$ cat src/rtl/pio_pkg.sv
// Shared definitions for the pio core and its stream loader: action codes,
// strobe widths, frame byte offsets and the loader parser states.
// Optional feature macro: PIO_LOADER_CSUM_EN (adds a trailing XOR checksum byte).
package pio_pkg;

    localparam int ACTION_W = 4;
    localparam int INDEX_W  = 5;
    localparam int MINDEX_W = 2;
    localparam int DATA_W   = 32;

    localparam logic [ACTION_W-1:0] ACT_NONE  = 4'd0;
    localparam logic [ACTION_W-1:0] ACT_INSTR = 4'd1;
    localparam logic [ACTION_W-1:0] ACT_REG   = 4'd2;
    localparam logic [ACTION_W-1:0] ACT_CTRL  = 4'd3;

    // Byte offsets inside one loader frame
    localparam int OFS_CMD   = 0;
    localparam int OFS_IDX   = 1;
    localparam int OFS_DAT   = 2;
    localparam int DAT_BYTES = DATA_W / 8;
`ifdef PIO_LOADER_CSUM_EN
    localparam int OFS_CSUM  = OFS_DAT + DAT_BYTES;
    localparam int FRAME_LEN = OFS_CSUM + 1;
`else
    localparam int FRAME_LEN = OFS_DAT + DAT_BYTES;
`endif

    typedef enum logic [2:0] {
        ST_IDLE,
        ST_IDX,
        ST_DAT,
        ST_ISSUE
`ifdef PIO_LOADER_CSUM_EN
        , ST_CSUM
`endif
    } loader_state_t;

endpackage

$ cat src/rtl/pio_stream_loader.sv
// Byte-stream loader: parses fixed-length frames from a byte source into
// single-cycle pio write strobes (action/index/mindex/din).
// Optional feature macro: PIO_LOADER_CSUM_EN (frame carries B6 = XOR of B0..B5).
module pio_stream_loader
    import pio_pkg::*;
#(
    parameter int TIMEOUT = 2500000,
    parameter int CNT_W   = 16
) (
    input  logic                clk,
    input  logic                reset,
    input  logic [7:0]          rx_data,
    input  logic                rx_valid,
    output logic                rx_ready,
    output logic [ACTION_W-1:0] action,
    output logic [INDEX_W-1:0]  index,
    output logic [MINDEX_W-1:0] mindex,
    output logic [DATA_W-1:0]   din,
    output logic                err,
    output logic [CNT_W-1:0]    frame_cnt
);

    // Gap counter only needs to reach TIMEOUT-1; TIMEOUT==0 disables it.
    localparam int               GAP_W    = (TIMEOUT > 1) ? $clog2(TIMEOUT) : 1;
    localparam bit               TO_EN    = (TIMEOUT != 0);
    localparam logic [GAP_W-1:0] GAP_LAST = GAP_W'((TIMEOUT > 0) ? (TIMEOUT - 1) : 0);

    loader_state_t       state_q, state_d;
    logic [1:0]          byte_cnt_q, byte_cnt_d;
    logic [ACTION_W-1:0] act_sh_q, act_sh_d;
    logic [MINDEX_W-1:0] mindex_sh_q, mindex_sh_d;
    logic [INDEX_W-1:0]  index_sh_q, index_sh_d;
    logic [DATA_W-1:0]   data_sh_q, data_sh_d;
    logic [INDEX_W-1:0]  index_q, index_d;
    logic [MINDEX_W-1:0] mindex_q, mindex_d;
    logic [DATA_W-1:0]   din_q, din_d;
    logic                err_q, err_d;
    logic [CNT_W-1:0]    frame_cnt_q, frame_cnt_d;
    logic [GAP_W-1:0]    gap_q, gap_d;
`ifdef PIO_LOADER_CSUM_EN
    logic [7:0]          csum_q, csum_d;
`endif

    logic                 accept;
    logic                 in_frame;
    logic                 timeout_hit;
    logic                 issue_go;
    logic [DAT_BYTES-1:0] lane_we;

    assign accept   = rx_valid & rx_ready;
    assign in_frame = (state_q == ST_IDX) || (state_q == ST_DAT)
`ifdef PIO_LOADER_CSUM_EN
                      || (state_q == ST_CSUM)
`endif
                      ;
    assign timeout_hit = TO_EN && in_frame && !accept && (gap_q == GAP_LAST);

    // Little-endian payload capture, one lane per data byte
    for (genvar gi = 0; gi < DAT_BYTES; gi++) begin : g_lane
        assign lane_we[gi] = accept && (state_q == ST_DAT) && (byte_cnt_q == 2'(gi));
        assign data_sh_d[gi*8 +: 8] = lane_we[gi] ? rx_data : data_sh_q[gi*8 +: 8];
    end

    // State register and all datapath flops
    always_ff @(posedge clk) begin
        if (reset) begin
            state_q     <= ST_IDLE;
            byte_cnt_q  <= '0;
            act_sh_q    <= '0;
            mindex_sh_q <= '0;
            index_sh_q  <= '0;
            data_sh_q   <= '0;
            index_q     <= '0;
            mindex_q    <= '0;
            din_q       <= '0;
            err_q       <= 1'b0;
            frame_cnt_q <= '0;
            gap_q       <= '0;
`ifdef PIO_LOADER_CSUM_EN
            csum_q      <= '0;
`endif
        end else begin
            state_q     <= state_d;
            byte_cnt_q  <= byte_cnt_d;
            act_sh_q    <= act_sh_d;
            mindex_sh_q <= mindex_sh_d;
            index_sh_q  <= index_sh_d;
            data_sh_q   <= data_sh_d;
            index_q     <= index_d;
            mindex_q    <= mindex_d;
            din_q       <= din_d;
            err_q       <= err_d;
            frame_cnt_q <= frame_cnt_d;
            gap_q       <= gap_d;
`ifdef PIO_LOADER_CSUM_EN
            csum_q      <= csum_d;
`endif
        end
    end

    // Frame parser: next state, field capture, rejection and timeout handling
    always_comb begin
        state_d     = state_q;
        byte_cnt_d  = byte_cnt_q;
        act_sh_d    = act_sh_q;
        mindex_sh_d = mindex_sh_q;
        index_sh_d  = index_sh_q;
        err_d       = 1'b0;
        issue_go    = 1'b0;
`ifdef PIO_LOADER_CSUM_EN
        csum_d      = csum_q;
`endif

        case (state_q)
            ST_IDLE: begin
                if (accept) begin
                    // A zero action code is the resync point: reject and stay here
                    if (rx_data[7:4] == ACT_NONE) begin
                        err_d = 1'b1;
                    end else begin
                        act_sh_d    = rx_data[7:4];
                        mindex_sh_d = rx_data[3:2];
                        state_d     = ST_IDX;
`ifdef PIO_LOADER_CSUM_EN
                        csum_d      = rx_data;
`endif
                    end
                end
            end
            ST_IDX: begin
                if (accept) begin
                    if (rx_data[7:5] != 3'b000) begin
                        err_d   = 1'b1;
                        state_d = ST_IDLE;
                    end else begin
                        index_sh_d = rx_data[4:0];
                        byte_cnt_d = '0;
                        state_d    = ST_DAT;
`ifdef PIO_LOADER_CSUM_EN
                        csum_d     = csum_q ^ rx_data;
`endif
                    end
                end
            end
            ST_DAT: begin
                if (accept) begin
`ifdef PIO_LOADER_CSUM_EN
                    csum_d = csum_q ^ rx_data;
`endif
                    if (byte_cnt_q == 2'(DAT_BYTES - 1)) begin
`ifdef PIO_LOADER_CSUM_EN
                        state_d  = ST_CSUM;
`else
                        state_d  = ST_ISSUE;
                        issue_go = 1'b1;
`endif
                    end else begin
                        byte_cnt_d = byte_cnt_q + 2'd1;
                    end
                end
            end
`ifdef PIO_LOADER_CSUM_EN
            ST_CSUM: begin
                if (accept) begin
                    if (rx_data == csum_q) begin
                        state_d  = ST_ISSUE;
                        issue_go = 1'b1;
                    end else begin
                        err_d   = 1'b1;
                        state_d = ST_IDLE;
                    end
                end
            end
`endif
            ST_ISSUE: begin
                state_d = ST_IDLE;
            end
            default: begin
                state_d = ST_IDLE;
            end
        endcase

        if (timeout_hit) begin
            err_d   = 1'b1;
            state_d = ST_IDLE;
        end

        // Inter-byte gap restarts on every accepted byte and only runs mid-frame
        if (!TO_EN || accept || !in_frame) begin
            gap_d = '0;
        end else begin
            gap_d = gap_q + 1'b1;
        end

        // Strobe fields load only for a frame that is actually issued
        index_d     = issue_go ? index_sh_q  : index_q;
        mindex_d    = issue_go ? mindex_sh_q : mindex_q;
        din_d       = issue_go ? data_sh_d   : din_q;
        frame_cnt_d = issue_go ? frame_cnt_q + 1'b1 : frame_cnt_q;
    end

    // Outputs: byte bubble and action strobe during the issue cycle
    always_comb begin
        rx_ready  = !reset && (state_q != ST_ISSUE);
        action    = (state_q == ST_ISSUE) ? act_sh_q : ACT_NONE;
        index     = index_q;
        mindex    = mindex_q;
        din       = din_q;
        err       = err_q;
        frame_cnt = frame_cnt_q;
    end

endmodule

$ cat config.mk
export PLATFORM = sky130hd
export DESIGN_NAME = pio_stream_loader
export DESIGN_NICKNAME = d
export VERILOG_FILES = /design/src/rtl/pio_pkg.sv /design/src/rtl/pio_stream_loader.sv
export SDC_FILE = /design/constraint.sdc
export NUM_CORES = 1
export LEC_CHECK = 0
export ABC_CLOCK_PERIOD_IN_PS = 2900
export CORE_ASPECT_RATIO = 1.75
export CORE_MARGIN = 3
export CORE_UTILIZATION = 40
export DETAILED_ROUTE_END_ITERATION = 8
export SLEW_MARGIN = 10
export SYNTH_ARGS = -nofsm -noshare
export SYNTH_HDL_FRONTEND = slang
export SYNTH_SLANG_ARGS = --single-unit
$ cat constraint.sdc
create_clock -name clk -period 2.9 [get_ports clk]
set_input_delay 0.725 -clock clk [delete_from_list [all_inputs] [get_ports clk]]
set_output_delay 0.725 -clock clk [all_outputs]
set_load 0.01 [all_outputs]
* Yosys cells after proc, flatten, opt, wreduce, memory -nomap -nowiden
Cells that the tools add are included.
Storage, ports and cells: register bits 126, input bits 11, output and inout bits 61, logic and storage cells 83
Cells by class: $add $sub $neg 3, equality and inequality tests 15, multiplexer cells 26, bitwise operators 3, reduce and logical (&&, ||, !) cells 24
Operator list (count):
- $mux 8 | 4
- $add 22x1->22 const B | 1
- $eq 22x22->1 const B | 1
- $add 16x1->16 const B | 1
- $mux 3 | 5
- $ne 2x2->1 const B | 6
- $mux 2 | 5
- $reduce_and 5->1 | 2
- $pmux 3 s3 | 1
- $logic_and 1x1->1 | 8
- $mux 1 | 8
- $eq 3x2->1 const B | 2
- $reduce_and 3->1 | 2
- $eq 2x2->1 const B | 2
- $logic_not 4->1 | 1
- $mux 4 | 1
- $pmux 2 s2 | 1
- $reduce_or 2->1 | 2
- $eq 3x1->1 const B | 1
- $logic_not 1->1 | 3
- $logic_not 3->1 | 1
- $ne 3x2->1 const B | 1
- $reduce_bool 3->1 | 1
- $add 2x1->2 const B | 1
- 8 further kinds | 10

* Longest topological paths before layout
Gate-level depths: netlist (run 1).
depth after elaboration 7, depth in mapped cells 9, gate-level depth less buffers 6

* Worst setup path before layout (run 1)
OpenSTA, ideal clock, no wires.
kind input -> output, from input port reset, to output port rx_ready, arrival time 1948 ps, path slack 227 ps, stages on the path 5, cells stage by stage clkbuf_1 -> clkbuf_1 -> buf_1 -> buf_1 -> nor2_1
Between the ends: cells in the longest elaborated chain, start to end 2
RTL lines:
- start: declaration | RTL line pio_stream_loader.sv:11 | input logic reset,
- $logic_not 1->1 | RTL line pio_stream_loader.sv:204 | rx_ready = !reset && (state_q != ST_ISSUE);
- $logic_and 1x1->1 | RTL line pio_stream_loader.sv:204
- end: declaration | RTL line pio_stream_loader.sv:14 | output logic rx_ready,
Every way passes these cells.

* Worst setup path after layout (run 1)
from register state_q[0], to output port action[0]
Between the ends: cells in the longest elaborated chain, start to end 2
RTL lines:
- start: declaration | RTL line pio_stream_loader.sv:28 | loader_state_t state_q, state_d;
- start signal: assignment | RTL line pio_stream_loader.sv:83 | state_q <= state_d;
- $eq 3x2->1 | RTL line pio_stream_loader.sv:205 | action = (state_q == ST_ISSUE) ? act_sh_q : ACT_NONE;
- $mux 4 | RTL line pio_stream_loader.sv:205
- end: declaration | RTL line pio_stream_loader.sv:15 | output logic [ACTION_W-1:0] action,
Every way passes these cells.

==> impl.org, run 1 <==
** Run status
- Status :: complete, no violations

** STA
- The worst pin sits at a relative slew slack of 57.3%.
- Pins Over Slew Limit :: 0
- Final cycle utilization of the critical path :: 92.9%
- At the pin with the least slew margin, the transition time is 641 ps.
- In the post-route analysis, the smallest setup slack over all paths is 206 ps.
- In the final timing run, aggregate negative setup slack is 0 ps.
- Maximum clock skew at final layout :: 6.31 ps
- Setup repair after global routing missed its margin :: no
- Peak clock frequency supported by timing :: 371 MHz
- Number of endpoints with negative hold slack in the final report :: 0
- The clock period could shrink to 2690 ps.
- Final setup violation count :: 0
- Across all hold checks on the routed design, the worst slack comes to 451 ps.

** Final layout
- The area growth from synthesis to layout is 30.6%.
- Cells with a size suffix above 1 make up 8.18% of the layout.
- Multi-input combinational cell area :: 2280 µm²
- Cells fill 53.7% of the core in the end.
- With fillers left out, the area of the finished cells amounts to 6260 µm².
- Fill cell instance count of the final layout :: 1075
- Sequential cell area in the final layout :: 2340 µm²
- Net count of the finished layout :: 620
- The finished layout holds 746 standard cells, fillers aside.
- The number of antenna diodes in the final layout is 0.

** Synth
- Synthesized Nets :: 552
- Average instance area after synthesis :: 9.04 µm²
- Post-synthesis instance area :: 4790 µm²
- Commonest register cell after synthesis :: dfxtp_1
- Post-synth EDFFs :: 0
- Yosys printed 0 warnings.
- Most frequent cell after synthesis :: dfxtp_1
- Ys async rst share :: 0%
- Ranked by total cell area, the synthesized netlist is headed by dfxtp_1 49%, mux2i_1 6.7%, nor2_1 6.3%.
- FF+latch count, synth :: 117
- Top cell types by occurrence after synthesis :: 117 x dfxtp_1, 81 x nor2_1, 51 x nand2_1
- After synthesis, flip-flops and latches occupy 48.9% of the total area.
- Summed over its instances, the top area cell type makes up 48.9% of the synthesized netlist area.
- The biggest area contributor in the post-synthesis netlist is dfxtp_1.
- Synthesis handed over a netlist of 530 instances.
- Counting distinct cell types in the post-synthesis netlist gives 48.

** Floorplanning
- The initialized floorplan defines 52 standard-cell rows.
- Once the floorplan was initialized, standard cells occupied 41.1% of the core.
- IO Count :: 72
- The core region is 11600 µm².
- From bottom edge to top edge, the die measures 151 µm.
- The floorplan step set the die width to 88.7 µm.
- Area of the die :: 13400 µm²

** Worst setup path
- Data required, critical path :: 2170 ps
- For the worst setup path, the data arrival time is 1970 ps.
- Measured in cells, the most critical reg-to-reg path has a length of 7.
- Worst reg2reg startpoint :: state_q[0]
- The critical path in this run is classified as register to output port.
- In this run the critical register-to-register path is captured at din[8].
- R2R setup slack :: 670 ps
- The most critical setup path has its startpoint at state_q[0].
- Top fanout value on the critical path :: 10
- Kind of launch point of the worst setup path :: register
- Type of destination of the critical path :: output port

** Power
- Internal cell power :: 3.15 mW
- Per report_power, the combinational group accounts for 3.8% of the total.
- In this run switching power makes up 22.0% of total power.
- Worst IR drop on VDD :: 420 µV
- For this design the static power due to leakage is 2.35 nW.
- Share of total power in sequential cells :: 40.4%
- For this design the total switching power over the nets is 0.888 mW.
- The design draws 4.04 mW.
- Power per unit of standard cell area :: 645 nW/µm²
- Proportion of power drawn by the clock network :: 55.8%

** Routing
- In the routed layout, each cell is associated on average with a via count of 5.32.
- The first detailed-routing pass took 4 iterations.
- Detailed-route DRC error count :: 0
- After the first detailed-routing iteration, the DRC count stood at 89.
- In this run the remaining antenna-violating nets after routing total 0.
- Number of vias in the routed layout :: 3972
- Routed wire per std cell :: 15.1 µm
- Final wirelength :: 11300 µm

** Placed design
- During placement, the flow inserted port buffers numbering 71.
- Total instance count after detailed placement :: 714
- The wire-length estimate of the detail-placed layout is 7860 µm.
- At the placement stage, the worst setup path has a slack of 171 ps.
- Placed cell area :: 5620 µm²
- The congestion estimate from routability-driven global placement came to 0.760.

** CTS
- Clock edge transition at the registers on the reported setup and hold paths :: 60 ps
- Root buffer cell :: clkbuf_16
- Buffer levels on the longest clock path :: 2
- Total clock sinks :: 117
- Clock tree from TritonCTS :: done
- Worst-skew pair later-pin latency :: 410 ps
- Once the clock tree was built, the setup fixing pass inserted 0 buffers.
- Resized Gates After CTS :: 0
- The H-tree generated during clock tree synthesis spans 4 levels.
- Inserted Clock Buffers :: 17
- Count of hold-fix buffers inserted at cts :: 0

** GRT
- Summed over all layers, the global routing overflow is 0.
- First-pass GRT wire length :: 18800 µm
- The via count of the first global-routing pass came to 3884.
- Total routing usage reported by global routing :: 18.1%
- Maximum number of pins on one net before global-route repair :: 66
- The number of antenna violations at the first check in global routing was 0.

** Worst hold path
- Worst hold path type :: register to register
- Cell depth of the worst hold path :: 2
- The path with the worst hold slack has its endpoint at act_sh_q[0].
- The worst hold path begins at act_sh_q[0].

** Job
- MaxCap Viol Count :: 0
[how the worst max path moves through the flow]
stage,endpoint,cells after the start
global placement,din[13],6
global route,action[1],3
detailed placement,din[8],6
finish,action[0],3
CTS,action[1],3
floorplan,rx_ready,5
[cell families after synthesis]
group / Yosys count / synth area share, %
AO/OA/AOI/OAI: 80 / 10.6
buffers and inverters: 41 / 3.71
XOR/XNOR: 20 / 3.66
flip-flops: 117 / 48.9
multiplexers: 34 / 7.16
AND/OR/NAND/NOR: 227 / 23.1
adder cells (fa/ha/maj): 11 / 2.87
[placed cells by master, fill, tap and decap left out, drive strengths merged, types with 11 or more instances in the layout]
cell type,instances
nand3,27
mux2i,32
buf,11
a211oi,25
clkbuf,19
clkdlybuf4s50,70
ha,11
nand2,52
nor2,81
dfxtp,117
a21oi,34
inv,13
xnor2,13
[area by class of cell]
cell class	count	area share [%]
flip-flops and latches	117	37.4
multi-input cells	372	36.4
repair buffers	81	12.7
clock buffers	19	7.08
clock inverters	13	3.14
well taps	135	2.70
inverters	9	0.540
[sequential cells by signal, summed over array words and instances (netlist names), 4 cells and up]
signal	count
index_sh_q	5
frame_cnt	16
act_sh_q	4
data_sh_q	24
din	32
gap_q	22
index	5
[power groups by stage]
stage	clock network [mW]	logic, mW	registers, mW
3_3_place_gp	0	0.151	1.66
2_1_floorplan	0	0.0969	1.66
5_1_grt	2.37	0.171	1.63
6_report	2.25	0.154	1.63
4_1_cts	2.29	0.156	1.63
3_5_place_dp	0	0.155	1.66
[routing by layer]
metal / global-route usage (%) / share of wire, % / vias to the layer above
li1: - / - / 1985
met1: 21.0 / 41 / 1889
met2: 30.2 / 52 / 76
met3: 5.44 / 4.4 / 22
met4: 8.25 / 2.0 / 0
met5: 0 / 0 / -
[critical path, cell delays in order, from the launching register on]
cell,delay (ps)
dfxtp_1,430
ha_1,380
and2_1,210
clkdlybuf4s50_1,540
(Power assumes the default switching activity.)
==> run 2, diff against run 1 <==
Settings changed: ABC_CLOCK_PERIOD_IN_PS 2900 to 2850.
Clock period 2.9 ns to 2.85 ns, I/O delays scaled along.
==> run 2 against run 1 <==
Register-to-register slack worse by 70 ps; first-iteration DRC count rose by 35%; largest power group unchanged; die area unchanged; clock skew about the same; sequential share of layout area grew 0.28 points; final cell count unchanged; worst setup slack lost 40 ps; combinational power increased by 5%.
==> impl.org, run 2 (same netlist as run 1, synthesis figures left out) <==
** Run status
- The run finished with clean final reports.

** Worst setup path
- Data required, critical path :: 2140 ps
- In this run the worst path has a maximum fanout of 10.
- Cell with the biggest individual delay on the critical path :: clkdlybuf4s50_1
- CP Launch Point :: state_q[0]
- Data arrives at the worst endpoint at 1970 ps.
- In this run the critical register-to-register path is captured at din[0].
- Category of the critical setup timing path :: register to output port
- STA classifies the critical path startpoint as a register.
- The worst register-to-register path has a depth of 7.
- In this run the worst setup path terminates at action[1].
- The startpoint identified for the worst register-to-register timing path is state_q[0].
- Type of destination of the critical path :: output port
- For flop-to-flop paths, the worst setup slack is 600 ps.
- Series of cell instances along the critical path :: ha_1, and2_1, clkdlybuf4s50_1
- Biggest cell delay along the critical path :: 540 ps

** Placed design
- Input and output buffers added on the ports amount to 71.
- Placed cell area :: 5620 µm²
- Post-DP HPWL :: 7830 µm
- Setup slack at placement :: 123 ps
- Routability-driven placement finished with a final weighted congestion of 0.775.

** Routing
- Detailed-route DRC error count :: 0
- The highest layer touched by signal routing is met4.
- Met1 wire length :: 4760 µm
- Once detail routing completed, the nets flagged for antenna violations numbered 0.
- In the routed layout, each cell is associated on average with a via count of 5.25.
- The first detailed-routing pass took 4 iterations.
- The final layout contains routed wiring with a total length of 11400 µm.
- After the first detailed-routing iteration, the DRC count stood at 120.
- Met2 Wirelength :: 6050 µm
- Wire length on met3 :: 463 µm
- Routed wire per std cell :: 15.3 µm
- Detailed routing inserted a total of 3920 vias.

** STA
- Number of endpoints with negative hold slack in the final report :: 0
- Peak clock frequency supported by timing :: 373 MHz
- Final cycle utilization of the critical path :: 94.2%
- Setup repair after global routing missed its margin :: no
- Transition time at the pin with the least slew margin :: 573 ps
- Maximum clock skew at final layout :: 6.69 ps
- Measured against its own limit, the worst slew margin works out to 61.8%.
- The tightest hold path in the finished design has a slack of 451 ps.
- Setup_tns :: 0 ps
- Setup violations remaining at the end of the flow were counted as 0.
- Post-layout worst setup margin :: 166 ps
- Post-route minimum period :: 2680 ps
- The final count of pins violating max slew was 0.

** Power
- Worst IR drop on VDD :: 412 µV
- Reported leakage power :: 2.32 nW
- Power per unit of standard cell area :: 629 nW/µm²

** CTS
- The clock reaches the later pin of the worst-skew pair after 410 ps.
- TritonCTS built the clock tree.
- Number of buffers inserted to repair setup after CTS :: 0
- In this run the clock root is driven by a clkbuf_16.
- Once the clock tree was built, the resizer swapped 0 gates to a different size.
- After clock tree synthesis, the flow added hold-fix buffers numbering 0.
- For this design, the sink count on the clock tree is 117.
- Inserted Clock Buffers :: 17
- Buffer levels on the longest clock path :: 2
- In this run the number of H-tree levels came out at 4.
- Clock edge transition at the registers on the reported setup and hold paths :: 50 ps

** Final layout
- # diodes :: 0
- The register with the most flip-flops in the layout has 32 of them.
- Most common library cell in the layout ignoring fill and taps :: dfxtp_1
- Signed area change from the synthesized netlist to the final layout :: 29.6%
- Commonest cells after routing, fill and taps aside :: 117 x dfxtp_1, 80 x nor2_1, 70 x clkdlybuf4s50_1
- Proportion of layout cells with a drive suffix above 1 :: 8.18%
- Net count of the finished layout :: 621
- Measured on the finished design, the core utilization comes to 53.3%.
- Fin area :: 6210 µm²

** GRT
- First-pass GRT wire length :: 19100 µm
- The via count of the first global-routing pass was 3965.
- Entering global routing, the biggest net connects 66 pins.
- Global route overflow :: 0
- Global routing consumed, over all layers together, 18.3% of the routing resources.
- Initial antenna violation count :: 0

** Job
- MaxCap Viol Count :: 0

** Worst hold path
- Worst hold path type :: register to register

** Floorplanning
- The initialized floorplan defines 52 standard-cell rows.
- Area of the die :: 13400 µm²
- The initial utilization of the core area, before any placement, comes to 41.1%.
- In this run the horizontal extent of the chip is 88.7 µm.
- Floorplan die height :: 151 µm
- The core region is 11600 µm².
- IO Count :: 72
## run 2: worst min-delay path by stage
stage	start	cells past startpoint	end	slack, ps
3_5_place_dp	act_sh_q[1]	2	act_sh_q[1]	440
5_1_grt	index[3]	2	index[3]	470
2_1_floorplan	gap_q[0]	1	gap_q[0]	430
4_1_cts	act_sh_q[1]	2	act_sh_q[1]	450
3_3_place_gp	mindex_sh_q[0]	2	mindex[0]	440
6_report	act_sh_q[1]	2	act_sh_q[1]	450
## run 2: through the flow
stage / cells / power [mW]
after floorplan: 530 / 1.79
after CTS: 746 / 3.95
final: 746 / 3.91
after global placement: 715 / 1.85
after detailed placement: 715 / 1.85
after global routing: 746 / 4.03
## run 2: report_power, final
part | internal (mW) | switching [mW] | leakage, nW | total, mW
clock network | 1.33 | 0.757 | 0.270 | 2.09
registers | 1.65 | 0.0110 | 0.943 | 1.66
logic | 0.0574 | 0.104 | 1.11 | 0.162
total | 3.03 | 0.872 | 2.32 | 3.91
## run 2: layout make-up
type | instances | area, µm²
flip-flops and latches | 117 | 2340
clock buffers | 20 | 457
well taps | 135 | 169
repair buffers | 82 | 801
multi-input cells | 372 | 2280
fillers | 1089 | 5440
clock inverters | 11 | 129
inverters | 9 | 33.8
## run 2: per-layer routing
metal	vias to the layer above	GRT usage [%]
li1	1991	-
met1	1839	20.7
met2	76	32.0
met3	14	5.44
met4	0	6.05
met5	-	0
## run 2: worst max-delay path, delay by kind of cell, from the launching register on
family                   cells  cell delay [ps]
buffers and inverters        1              540
flip-flops                   1              430
adder cells (fa/ha/maj)      1              390
AND/OR/NAND/NOR              1              200
==> run 3, diff against run 2 <==
Settings changed: HOLD_SLACK_MARGIN from default to 0.03.
==> results of run 3 <==
Same layout as run 2: the final DEF is identical, and so are final timing and power.
